$ cat src/rtl/uart_rx_fifo_pkg.sv
// Shared types and constants for the UART receive path: FSM states, byte type,
// default timing and the LSB-first shift helper.
package uart_rx_fifo_pkg;

  localparam int unsigned FRAME_W        = 8;
  localparam int unsigned DEF_BAUD_DIV   = 434;
  localparam int unsigned DEF_FIFO_DEPTH = 4;

  typedef logic [FRAME_W-1:0] rx_byte_t;

  typedef enum logic [2:0] {
    ST_IDLE  = 3'd0,
    ST_START = 3'd1,
    ST_DATA  = 3'd2,
    ST_STOP  = 3'd3,
    ST_BREAK = 3'd4
  } rx_state_e;

  // Serial data arrives LSB first, so new bits enter at the MSB end.
  function automatic rx_byte_t shift_in(rx_byte_t sr, logic bit_in);
    return {bit_in, sr[FRAME_W-1:1]};
  endfunction

endpackage

$ cat src/rtl/uart_rx_fifo_if.sv
// Serial line plus CPU-side receive register signals of the UART RX front end.
interface uart_rx_fifo_if;
  import uart_rx_fifo_pkg::*;

  logic     ser_rxd;
  logic     rd_en;
  logic     err_clr;
  rx_byte_t rx_data;
  logic     rx_valid;
  logic     frame_err;
  logic     overrun;

  modport master (
    output ser_rxd, rd_en, err_clr,
    input  rx_data, rx_valid, frame_err, overrun
  );

  modport slave (
    input  ser_rxd, rd_en, err_clr,
    output rx_data, rx_valid, frame_err, overrun
  );

endinterface

$ cat src/rtl/uart_rx_fifo_rx_fifo.sv
// Synchronous show-ahead byte FIFO; head entry is visible on rd_data without a read.
module uart_rx_fifo_rx_fifo
  import uart_rx_fifo_pkg::*;
#(
  parameter int unsigned DEPTH = DEF_FIFO_DEPTH
) (
  input  logic     clk,
  input  logic     rst,
  input  logic     push,
  input  logic     pop,
  input  rx_byte_t wr_data,
  output logic     full,
  output logic     empty,
  output rx_byte_t rd_data
);

  localparam int unsigned PTR_W = $clog2(DEPTH);
  localparam int unsigned CNT_W = PTR_W + 1;

  rx_byte_t           mem [DEPTH];
  logic [PTR_W-1:0]   wr_ptr;
  logic [PTR_W-1:0]   rd_ptr;
  logic [CNT_W-1:0]   count;
  logic               do_pop_c;
  logic               do_push_c;

  assign empty     = (count == '0);
  assign full      = (count == CNT_W'(DEPTH));
  assign rd_data   = mem[rd_ptr];
  assign do_pop_c  = pop && !empty;
  // A pop in the same cycle frees the slot, so a push into a full FIFO is still taken.
  assign do_push_c = push && (!full || do_pop_c);

  always_ff @(posedge clk) begin
    if (!rst) begin
      for (int unsigned i = 0; i < DEPTH; i++) begin
        mem[PTR_W'(i)] <= '0;
      end
      wr_ptr <= '0;
      rd_ptr <= '0;
      count  <= '0;
    end else begin
      if (do_push_c) begin
        mem[wr_ptr] <= wr_data;
        wr_ptr      <= wr_ptr + PTR_W'(1);
      end
      if (do_pop_c) begin
        rd_ptr <= rd_ptr + PTR_W'(1);
      end
      count <= count + CNT_W'(do_push_c) - CNT_W'(do_pop_c);
    end
  end

endmodule

$ cat src/rtl/uart_rx_fifo.sv
// UART 8N1 receiver: input synchroniser, deframer FSM, sticky error flags and a
// show-ahead receive FIFO for the CPU register interface.
module uart_rx_fifo
  import uart_rx_fifo_pkg::*;
#(
  parameter int unsigned BAUD_DIV   = DEF_BAUD_DIV,
  parameter int unsigned FIFO_DEPTH = DEF_FIFO_DEPTH
) (
  input logic           clk,
  input logic           rst,
  uart_rx_fifo_if.slave bus
);

  localparam int unsigned CNT_W    = $clog2(BAUD_DIV);
  localparam int unsigned HALF_DIV = BAUD_DIV / 2;

  rx_state_e        state;
  logic             rxd_m;
  logic             rxd_s;
  logic [CNT_W-1:0] baud_cnt;
  logic [2:0]       bit_cnt;
  rx_byte_t         shift;
  logic             frame_err;
  logic             overrun;

  logic             baud_last_c;
  logic             push_c;
  logic             stop_bad_c;
  logic             pop_c;
  logic             fifo_full;
  logic             fifo_empty;
  rx_byte_t         fifo_head;

  assign baud_last_c = (baud_cnt == CNT_W'(BAUD_DIV - 1));
  assign push_c      = (state == ST_STOP) && baud_last_c && rxd_s;
  assign stop_bad_c  = (state == ST_STOP) && baud_last_c && !rxd_s;
  assign pop_c       = bus.rd_en && !fifo_empty;

  // Synchroniser, deframer and sticky flags.
  always_ff @(posedge clk) begin
    if (!rst) begin
      rxd_m     <= 1'b1;
      rxd_s     <= 1'b1;
      state     <= ST_IDLE;
      baud_cnt  <= '0;
      bit_cnt   <= '0;
      shift     <= '0;
      frame_err <= 1'b0;
      overrun   <= 1'b0;
    end else begin
      rxd_m <= bus.ser_rxd;
      rxd_s <= rxd_m;

      case (state)
        ST_IDLE: begin
          if (!rxd_s) begin
            state    <= ST_START;
            baud_cnt <= '0;
          end
        end
        ST_START: begin
          if (baud_cnt == CNT_W'(HALF_DIV - 1)) begin
            baud_cnt <= '0;
            bit_cnt  <= '0;
            state    <= rxd_s ? ST_IDLE : ST_DATA;
          end else begin
            baud_cnt <= baud_cnt + CNT_W'(1);
          end
        end
        ST_DATA: begin
          if (baud_last_c) begin
            baud_cnt <= '0;
            shift    <= shift_in(shift, rxd_s);
            bit_cnt  <= bit_cnt + 3'd1;
            if (bit_cnt == 3'd7) begin
              state <= ST_STOP;
            end
          end else begin
            baud_cnt <= baud_cnt + CNT_W'(1);
          end
        end
        ST_STOP: begin
          // Leave at mid stop bit so a back-to-back start edge is not missed.
          if (baud_last_c) begin
            baud_cnt <= '0;
            state    <= rxd_s ? ST_IDLE : ST_BREAK;
          end else begin
            baud_cnt <= baud_cnt + CNT_W'(1);
          end
        end
        ST_BREAK: begin
          if (rxd_s) begin
            state <= ST_IDLE;
          end
        end
        default: state <= ST_IDLE;
      endcase

      if (stop_bad_c) begin
        frame_err <= 1'b1;
      end else if (bus.err_clr) begin
        frame_err <= 1'b0;
      end

      if (push_c && fifo_full && !pop_c) begin
        overrun <= 1'b1;
      end else if (bus.err_clr) begin
        overrun <= 1'b0;
      end
    end
  end

  uart_rx_fifo_rx_fifo #(
    .DEPTH (FIFO_DEPTH)
  ) u_fifo (
    .clk     (clk),
    .rst     (rst),
    .push    (push_c),
    .pop     (pop_c),
    .wr_data (shift),
    .full    (fifo_full),
    .empty   (fifo_empty),
    .rd_data (fifo_head)
  );

  assign bus.rx_data   = fifo_head;
  assign bus.rx_valid  = !fifo_empty;
  assign bus.frame_err = frame_err;
  assign bus.overrun   = overrun;

endmodule

$ cat src/flat_wrapper.sv
// flat-port wrapper written by rule: the top's interface ports become plain ports
module uart_rx_fifo_flat import uart_rx_fifo_pkg::*;
#(
  parameter int unsigned BAUD_DIV   = DEF_BAUD_DIV,
  parameter int unsigned FIFO_DEPTH = DEF_FIFO_DEPTH
)
  (clk, rst, bus_ser_rxd, bus_rd_en, bus_err_clr, bus_rx_data, bus_rx_valid, bus_frame_err, bus_overrun);
  uart_rx_fifo_if bus_i ();
  input logic clk;
  input logic rst;
  input wire logic [$bits(bus_i.ser_rxd)-1:0] bus_ser_rxd;
  input wire logic [$bits(bus_i.rd_en)-1:0] bus_rd_en;
  input wire logic [$bits(bus_i.err_clr)-1:0] bus_err_clr;
  output wire logic [$bits(bus_i.rx_data)-1:0] bus_rx_data;
  output wire logic [$bits(bus_i.rx_valid)-1:0] bus_rx_valid;
  output wire logic [$bits(bus_i.frame_err)-1:0] bus_frame_err;
  output wire logic [$bits(bus_i.overrun)-1:0] bus_overrun;
  assign bus_i.ser_rxd = bus_ser_rxd;
  assign bus_i.rd_en = bus_rd_en;
  assign bus_i.err_clr = bus_err_clr;
  assign bus_rx_data = bus_i.rx_data;
  assign bus_rx_valid = bus_i.rx_valid;
  assign bus_frame_err = bus_i.frame_err;
  assign bus_overrun = bus_i.overrun;
  uart_rx_fifo #(.BAUD_DIV(BAUD_DIV), .FIFO_DEPTH(FIFO_DEPTH)) u_core (.clk(clk), .rst(rst), .bus(bus_i));
endmodule
$ cat config.mk
export PLATFORM = sky130hd
export DESIGN_NAME = uart_rx_fifo_flat
export DESIGN_NICKNAME = d
export VERILOG_FILES = /design/src/rtl/uart_rx_fifo_pkg.sv /design/src/rtl/uart_rx_fifo_if.sv /design/src/rtl/uart_rx_fifo_rx_fifo.sv /design/src/rtl/uart_rx_fifo.sv /design/src/flat_wrapper.sv
export SDC_FILE = /design/constraint.sdc
export NUM_CORES = 1
export LEC_CHECK = 0
export CAP_MARGIN = 10
export CORE_UTILIZATION = 35
export CTS_BUF_LIST = sky130_fd_sc_hd__clkbuf_8 sky130_fd_sc_hd__clkbuf_16
export DETAILED_ROUTE_END_ITERATION = 6
export HOLD_SLACK_MARGIN = 0.12
export PLACE_DENSITY = 0.52
export SYNTH_ARGS = -nofsm -noshare
export SYNTH_HDL_FRONTEND = slang
export SYNTH_HIERARCHICAL = 1
export SYNTH_SLANG_ARGS = --single-unit
$ cat constraint.sdc
create_clock -name clk -period 2.56 [get_ports clk]
set_input_delay 0.512 -clock clk [delete_from_list [all_inputs] [get_ports clk]]
set_output_delay 0.512 -clock clk [all_outputs]
set_load 0.02 [all_outputs]
### After elaboration in Yosys (flattened, before gate mapping)

Memories as Yosys holds them, arrays and structs flattened. A register that Yosys moved wholly into a read port is not among the register bits.
Cells that the tools add are included.

| storage, ports and cells | value |
|---|---|
| output and inout port bits | 11 |
| bits in writable memories | 32 |
| input bits | 5 |
| logic and storage cells | 85 |
| memories kept | 1 |
| bits in registers | 34 |

| cells by class | value |
|---|---|
| equality and inequality tests | 14 |
| mux-type cells | 28 |
| add/sub/neg operators | 6 |
| reduce and logical (&&, ||, !) cells | 25 |

Memory list:

| name | depth | width | read ports | clocked after Yosys merged registers in | wr ports | line | text |
|---|---|---|---|---|---|---|---|
| u_core.u_fifo.mem | 4 | 8 | 1 | 1 | 4 | uart_rx_fifo_rx_fifo.sv:20 | `rx_byte_t mem [DEPTH];` |

Operators by type and width:

| cell | number |
|---|---|
| 3-bit 2-to-1 mux | 9 |
| 9-bit 2-to-1 mux | 3 |
| 9-bit one-hot mux with 3 select lines | 1 |
| 3-bit one-hot mux with 5 select lines | 1 |
| 2-bit by 1-bit inequality test with 1-bit output, second input constant | 5 |
| 9-bit by 1-bit adder with 9-bit output, second input constant | 1 |
| 3-bit equality test, second input constant | 3 |
| 9-bit by 8-bit equality test with 1-bit output, second input constant | 1 |
| 9-bit equality test, second input constant | 1 |
| 1-bit logical AND | 8 |
| 1-bit 2-to-1 mux | 8 |
| 2-bit 2-to-1 mux | 4 |
| 8-bit 2-to-1 mux | 1 |
| 8-bit OR reduction | 1 |
| 3-bit by 2-bit equality test with 1-bit output, second input constant | 2 |
| 3-bit zero test | 2 |
| 3-bit one-hot mux with 2 select lines | 1 |
| 6-bit AND reduction | 1 |
| 2-bit nonzero test | 3 |
| 2-bit by 1-bit adder with 2-bit output, second input constant | 2 |
| 1-bit zero test | 4 |
| 2-bit AND reduction | 2 |
| 3-bit by 1-bit adder with 3-bit output | 1 |
| 3-bit by 1-bit adder with 3-bit output, second input constant | 1 |
| other kinds (7) | 7 |

### Logic depth before layout (Yosys ltp)

Gate-level depths: netlist of run 1.

| depth | value |
|---|---|
| depth in word-level cells | 11 |
| mapped depth | 15 |
| mapped depth without buffers | 14 |

### Hierarchy

Netlist of run 1, hierarchy kept.

Modules (own cells, without submodules):

| module | sequential area each (um2) | area each (um2) | cells each | instances |
|---|---|---|---|---|
| uart_rx_fifo_rx_fifo | 1141.1 | 1838.0 | 126 | 1 |
| uart_rx_fifo | 540.5 | 1333.8 | 164 | 1 |

### Least setup slack after synthesis of run 1

OpenSTA, ideal clock, no wires.

| timing path | value |
|---|---|
| path type | flip-flop to flip-flop |
| start | register u_core.baud_cnt[0] |
| end | register u_core.u_fifo.count[2] |
| required time | 2482 ps |
| path slack | -140 ps |
| setup time | 78 ps |
| clock period less this slack | 2700 ps |
| data arrival time | 2623 ps |
| buffers on the path | 1 |
| cell stages (with the launch flop) | 15 |
| cell sequence | dfxtp_1 ha_1 nand4b_1 nor2_1 and4_1 inv_1 nor2_1 buf_2 a21o_1 ha_1 inv_1 fa_1 xor2_1 and2_1 nor3_1 |

| between the ends | value |
|---|---|
| longest elaborated chain between the ends | 6 |

RTL lines:

| element | line | text |
|---|---|---|
| start, declared | uart_rx_fifo.sv:20 | `logic [CNT_W-1:0] baud_cnt;` |
| start signal, assigned | uart_rx_fifo.sv:67 | `baud_cnt <= baud_cnt + CNT_W'(1);` |
| start signal, assigned | uart_rx_fifo.sv:79 | `baud_cnt <= baud_cnt + CNT_W'(1);` |
| start signal, assigned | uart_rx_fifo.sv:88 | `baud_cnt <= baud_cnt + CNT_W'(1);` |
| 9-bit equality test | uart_rx_fifo.sv:34 | `assign baud_last_c = (baud_cnt == CNT_W'(BAUD_DIV - 1));` |
| 1-bit logical AND (2 in a row) | uart_rx_fifo.sv:35 | `assign push_c = (state == ST_STOP) && baud_last_c && rxd_s;` |
| via u_core.push_c | uart_rx_fifo.sv:27 | `logic push_c;` |
| 1-bit logical AND | uart_rx_fifo_rx_fifo.sv:32 | `assign do_push_c = push && (!full \|\| do_pop_c);` |
| 3-bit by 1-bit adder with 3-bit output | uart_rx_fifo_rx_fifo.sv:50 | `count <= count + CNT_W'(do_push_c) - CNT_W'(do_pop_c);` |
| 3-bit by 1-bit subtractor with 3-bit output | uart_rx_fifo_rx_fifo.sv:50 |  |
| end signal, assigned | uart_rx_fifo_rx_fifo.sv:50 |  |
| end, declared | uart_rx_fifo_rx_fifo.sv:23 | `logic [CNT_W-1:0] count;` |

The timed path passes the listed nets, and every way through them passes these cells.
A chain may end at the register's enable or synchronous reset.

==> results of run 1 <==
[synthesized netlist by cell type (all sizes together) (6+ instances only)]
cell	instances	area share
buf	7	0.013
and2	26	0.051
dfxtp	36	0.23
a31oi	6	0.012
and3	8	0.016
nand2b	9	0.018
ha	6	0.024
inv	9	0.011
a21oi	14	0.022
mux4	8	0.057
nand3	7	0.011
nor3	7	0.015
nand2	34	0.041
edfxtp	32	0.30
nor2	26	0.031
[layout make-up]
| cell class | instances | area (um2) |
|---|---|---|
| Fill cell | 839 | 4950 |
| Clock inverter | 7 | 98.8 |
| Multi-Input combinational cell | 202 | 1420 |
| Sequential cell | 68 | 1680 |
| Timing Repair Buffer | 37 | 315 |
| Tap cell | 108 | 135 |
| Inverter | 9 | 36.3 |
| Clock buffer | 9 | 124 |
[critical path, cell delays in order, from the launching register on]
cell	delay [ps]
sky130_fd_sc_hd__dfxtp_1	310
sky130_fd_sc_hd__buf_4	200
sky130_fd_sc_hd__mux4_2	530
sky130_fd_sc_hd__clkdlybuf4s50_1	550
[where the power goes]
part / switching (mW) / internal, mW / total (mW) / leakage [nW]
Sequential: 0.00826 / 1.16 / 1.16 / 0.622
Clock: 0.424 / 0.553 / 0.977 / 0.110
Combinational: 0.0599 / 0.0436 / 0.104 / 0.695
[state kept, by name (all words and copies together) (netlist names), named ones only]
register              flops
u_core/u_fifo/mem        32
u_core/bus.frame_err      1
u_core/u_fifo/count       3
u_core/rxd_m              1
u_core/rxd_s              1
u_core/u_fifo/rd_ptr      2
u_core/shift              8
u_core/state              3
u_core/bit_cnt            3
u_core/bus.overrun        1
u_core/baud_cnt           9
u_core/u_fifo/wr_ptr      2
[timing repair]
item / in CTS / in global routing
gates resized for setup: 0 / 4
setup endpoints to repair: 0 / 20
buffers inserted: 0 / 2
[cell families (layout without fill, tap and decap cells)]
family / Yosys count / in the layout / share of synthesized area
AND/OR/NAND/NOR: 143 / 143 / 0.255
AO/OA/AOI/OAI: 38 / 38 / 0.0824
flip-flops: 68 / 68 / 0.530
multiplexers: 10 / 10 / 0.0631
XOR/XNOR: 4 / 4 / 0.0110
buffers and inverters: 20 / 62 / 0.0280
adder cells (fa/ha/maj): 7 / 7 / 0.0300
[final timing paths]
check / start / end / slack (ps) / cells past startpoint
min reg2reg: u_core/rxd_m / u_core/rxd_s / 410 / 1
max: register / bus_rx_data[4] / 120 / 3
max reg2reg: u_core/baud_cnt[1] / u_core/u_fifo/count[2] / 160 / 14
min: u_core/rxd_m / u_core/rxd_s / 410 / 1
[through the flow]
step	total power [mW]	std cells	setup TNS [ps]
6_report	2.24	440	0
5_1_grt	2.34	440	-16.7
4_1_cts	2.28	438	0
3_5_place_dp	1.29	422	-45.8
3_3_place_gp	1.29	422	-3.42
2_1_floorplan	1.25	290	0
[metal layers]
layer,track usage,vias up,share of wire
met5,0,-,0
met4,0.0551,0,0.012
met3,0.0259,7,0.019
met2,0.250,25,0.48
met1,0.184,997,0.48
li1,-,1102,-
==> load_flow_metrics.sql, run 1 <==
INSERT INTO impl_metrics (metric_group, metric, value, unit) VALUES
('sta', 'hold_violations', '0', ''),
('global_route', 'grt_pass1_vias', '2176', ''),
('critical_path', 'kind_of_end_point_of_the_critical_path', 'primary output', ''),
('clock_tree', 'clock_buffers_created_by_tritoncts', '9', ''),
('global_route', 'grt_start_max_net_pins', '22', ''),
('sta', 'post-route-min-period', '2440', 'ps'),
('clock_tree', 'tritoncts', 'built', ''),
('sta', 'ratio_of_final_minimum_period_to_clock_period', '0.955', ''),
('synthesis', 'synthArstFlopShare', '0', ''),
('route', 'avgViaCountPerCell', '4.84', ''),
('clock_tree', 'cts.hold.buffers_added', '0', ''),
('sta', 'timing.fmax', '409', 'MHz'),
('route', 'routed_wire_length_per_instance', '14.1', 'um'),
('global_route', 'grt_antenna_before_repair', '0', ''),
('clock_tree', 'ctsLongestPathBuffers', '2', ''),
('synthesis', 'synth_seq_area_share', '0.530', ''),
('final_layout', 'insertedDiodeCount', '0', ''),
('route', 'routed_wirelength', '6.20', 'mm'),
('final_layout', 'syn2layout_area_growth', '20.2', '%'),
('floorplanning', 'die_w', '97.2', 'um'),
('final_layout', 'finish.utilization', '0.435', ''),
('route', 'drc', '0', ''),
('synthesis', 'synth_cell_type_count', '49', ''),
('sta', 'whs', '414', 'ps'),
('clock_tree', 'clock_latency_on_the_worst_skew_pair', '330', 'ps'),
('global_route', 'gr-total-overflow', '0', ''),
('floorplanning', 'die_height', '97.2', 'um'),
('place', 'dp_slack', '-45.8', 'ps'),
('floorplanning', 'core_area', '0.00876', 'mm2'),
('pwr', 'max-vdd-ir-drop', '0.325', 'mV'),
('clock_tree', 'clk_root_buffer_cell', 'sky130_fd_sc_hd__clkbuf_8', ''),
('synthesis', 'syn-num-nets', '302', ''),
('critical_path', 'cp_data_arrival_time', '1930', 'ps'),
('sta', 'setup_repair_after_global_routing_missed_its_margin', 'yes', ''),
('route', 'drt-pass1-iter-count', '5', ''),
('flow_run', 'max_cap_viol_count', '0', ''),
('place', 'gp_routability_congestion', '0.741', ''),
('synthesis', 'synth_enable_flop_cells', '32', ''),
('synthesis', 'netlist_instances', '290', ''),
('pwr', 'p_per_area', '589', 'mW/mm2'),
('route', 'ant_nets', '0', ''),
('sta', 'maxSlewViolCount', '0', ''),
('clock_tree', 'tritoncts_num_sinks', '68', ''),
('floorplanning', 'floorplan.initialDensity', '0.362', ''),
('floorplanning', 'fp.dieArea', '0.00945', 'mm2'),
('synthesis', 'mappedNetlistArea', '0.00317', 'mm2'),
('critical_path', 'crit_fanout', '8', ''),
('route', 'initialDrtViolationCount', '74', ''),
('sta', 'timing.final.setup_violations', '0', ''),
('sta', 'slew-limit-headroom', '0.436', ''),
('critical_path', 'critPathLaunchType', 'register', ''),
('final_layout', 'final_common_cell', 'sky130_fd_sc_hd__dfxtp_1', ''),
('final_layout', 'drive_above_1_share', '0.202', ''),
('run_status', 'status', 'complete, no violations', ''),
('final_layout', 'final_design_area_no_fill', '0.00381', 'mm2'),
('floorplanning', 'io_pins', '16', ''),
('clock_tree', 'htree_num_levels', '3', ''),
('place', 'placed_standard_cell_area', '0.00356', 'mm2'),
('critical_path', 'worstSetupPathType', 'register to primary output', ''),
('place', 'port-buffer-count', '15', ''),
('min_path', 'hp-class', 'register to register', ''),
('final_layout', 'mostFrequentLayoutCells', '34 x sky130_fd_sc_hd__dfxtp_1, 33 x sky130_fd_sc_hd__nand2_1, 32 x sky130_fd_sc_hd__edfxtp_1', ''),
('clock_tree', 'clk_transition_reported_paths', '80', 'ps'),
('sta', 'final.setup.worst_slack', '116', 'ps'),
('floorplanning', 'floorplan.rows', '34', ''),
('place', 'post-dp-hpwl', '4.22', 'mm'),
('pwr', 'static-leakage-power', '1.43', 'nW'),
('global_route', 'grt_usage', '0.146', ''),
('critical_path', 'required_time_of_the_critical_path', '2050', 'ps'),
('synthesis', 'ys.warnings.count', '6', ''),
('global_route', 'wire_length_of_the_first_global_routing_pass', '10.9', 'mm'),
('synthesis', 'top_reg_cell_synth', 'sky130_fd_sc_hd__dfxtp_1', ''),
('final_layout', 'nets', '339', ''),
('synthesis', 'ys_ff_latch', '68', ''),
('sta', 'final.setup_skew', '9.56', 'ps'),
('route', 'vias', '2131', ''),
('synthesis', 'synth.avg_cell_area', '10.9', 'um2'),
('sta', 'tightestPinTransition', '839', 'ps');
Note: power is estimated with default switching activity, not from simulation.
==> run 2, diff against run 1 <==
--- a/config.mk
+++ b/config.mk
@@ -5,6 +5,7 @@
 export SDC_FILE = /design/constraint.sdc
 export NUM_CORES = 1
 export LEC_CHECK = 0
+export ABC_CLOCK_PERIOD_IN_PS = 2560
 export CAP_MARGIN = 10
 export CORE_UTILIZATION = 35
 export CTS_BUF_LIST = sky130_fd_sc_hd__clkbuf_8 sky130_fd_sc_hd__clkbuf_16
==> results of run 2 <==
Same layout as run 1: the final DEF is identical, and so are final timing and power.
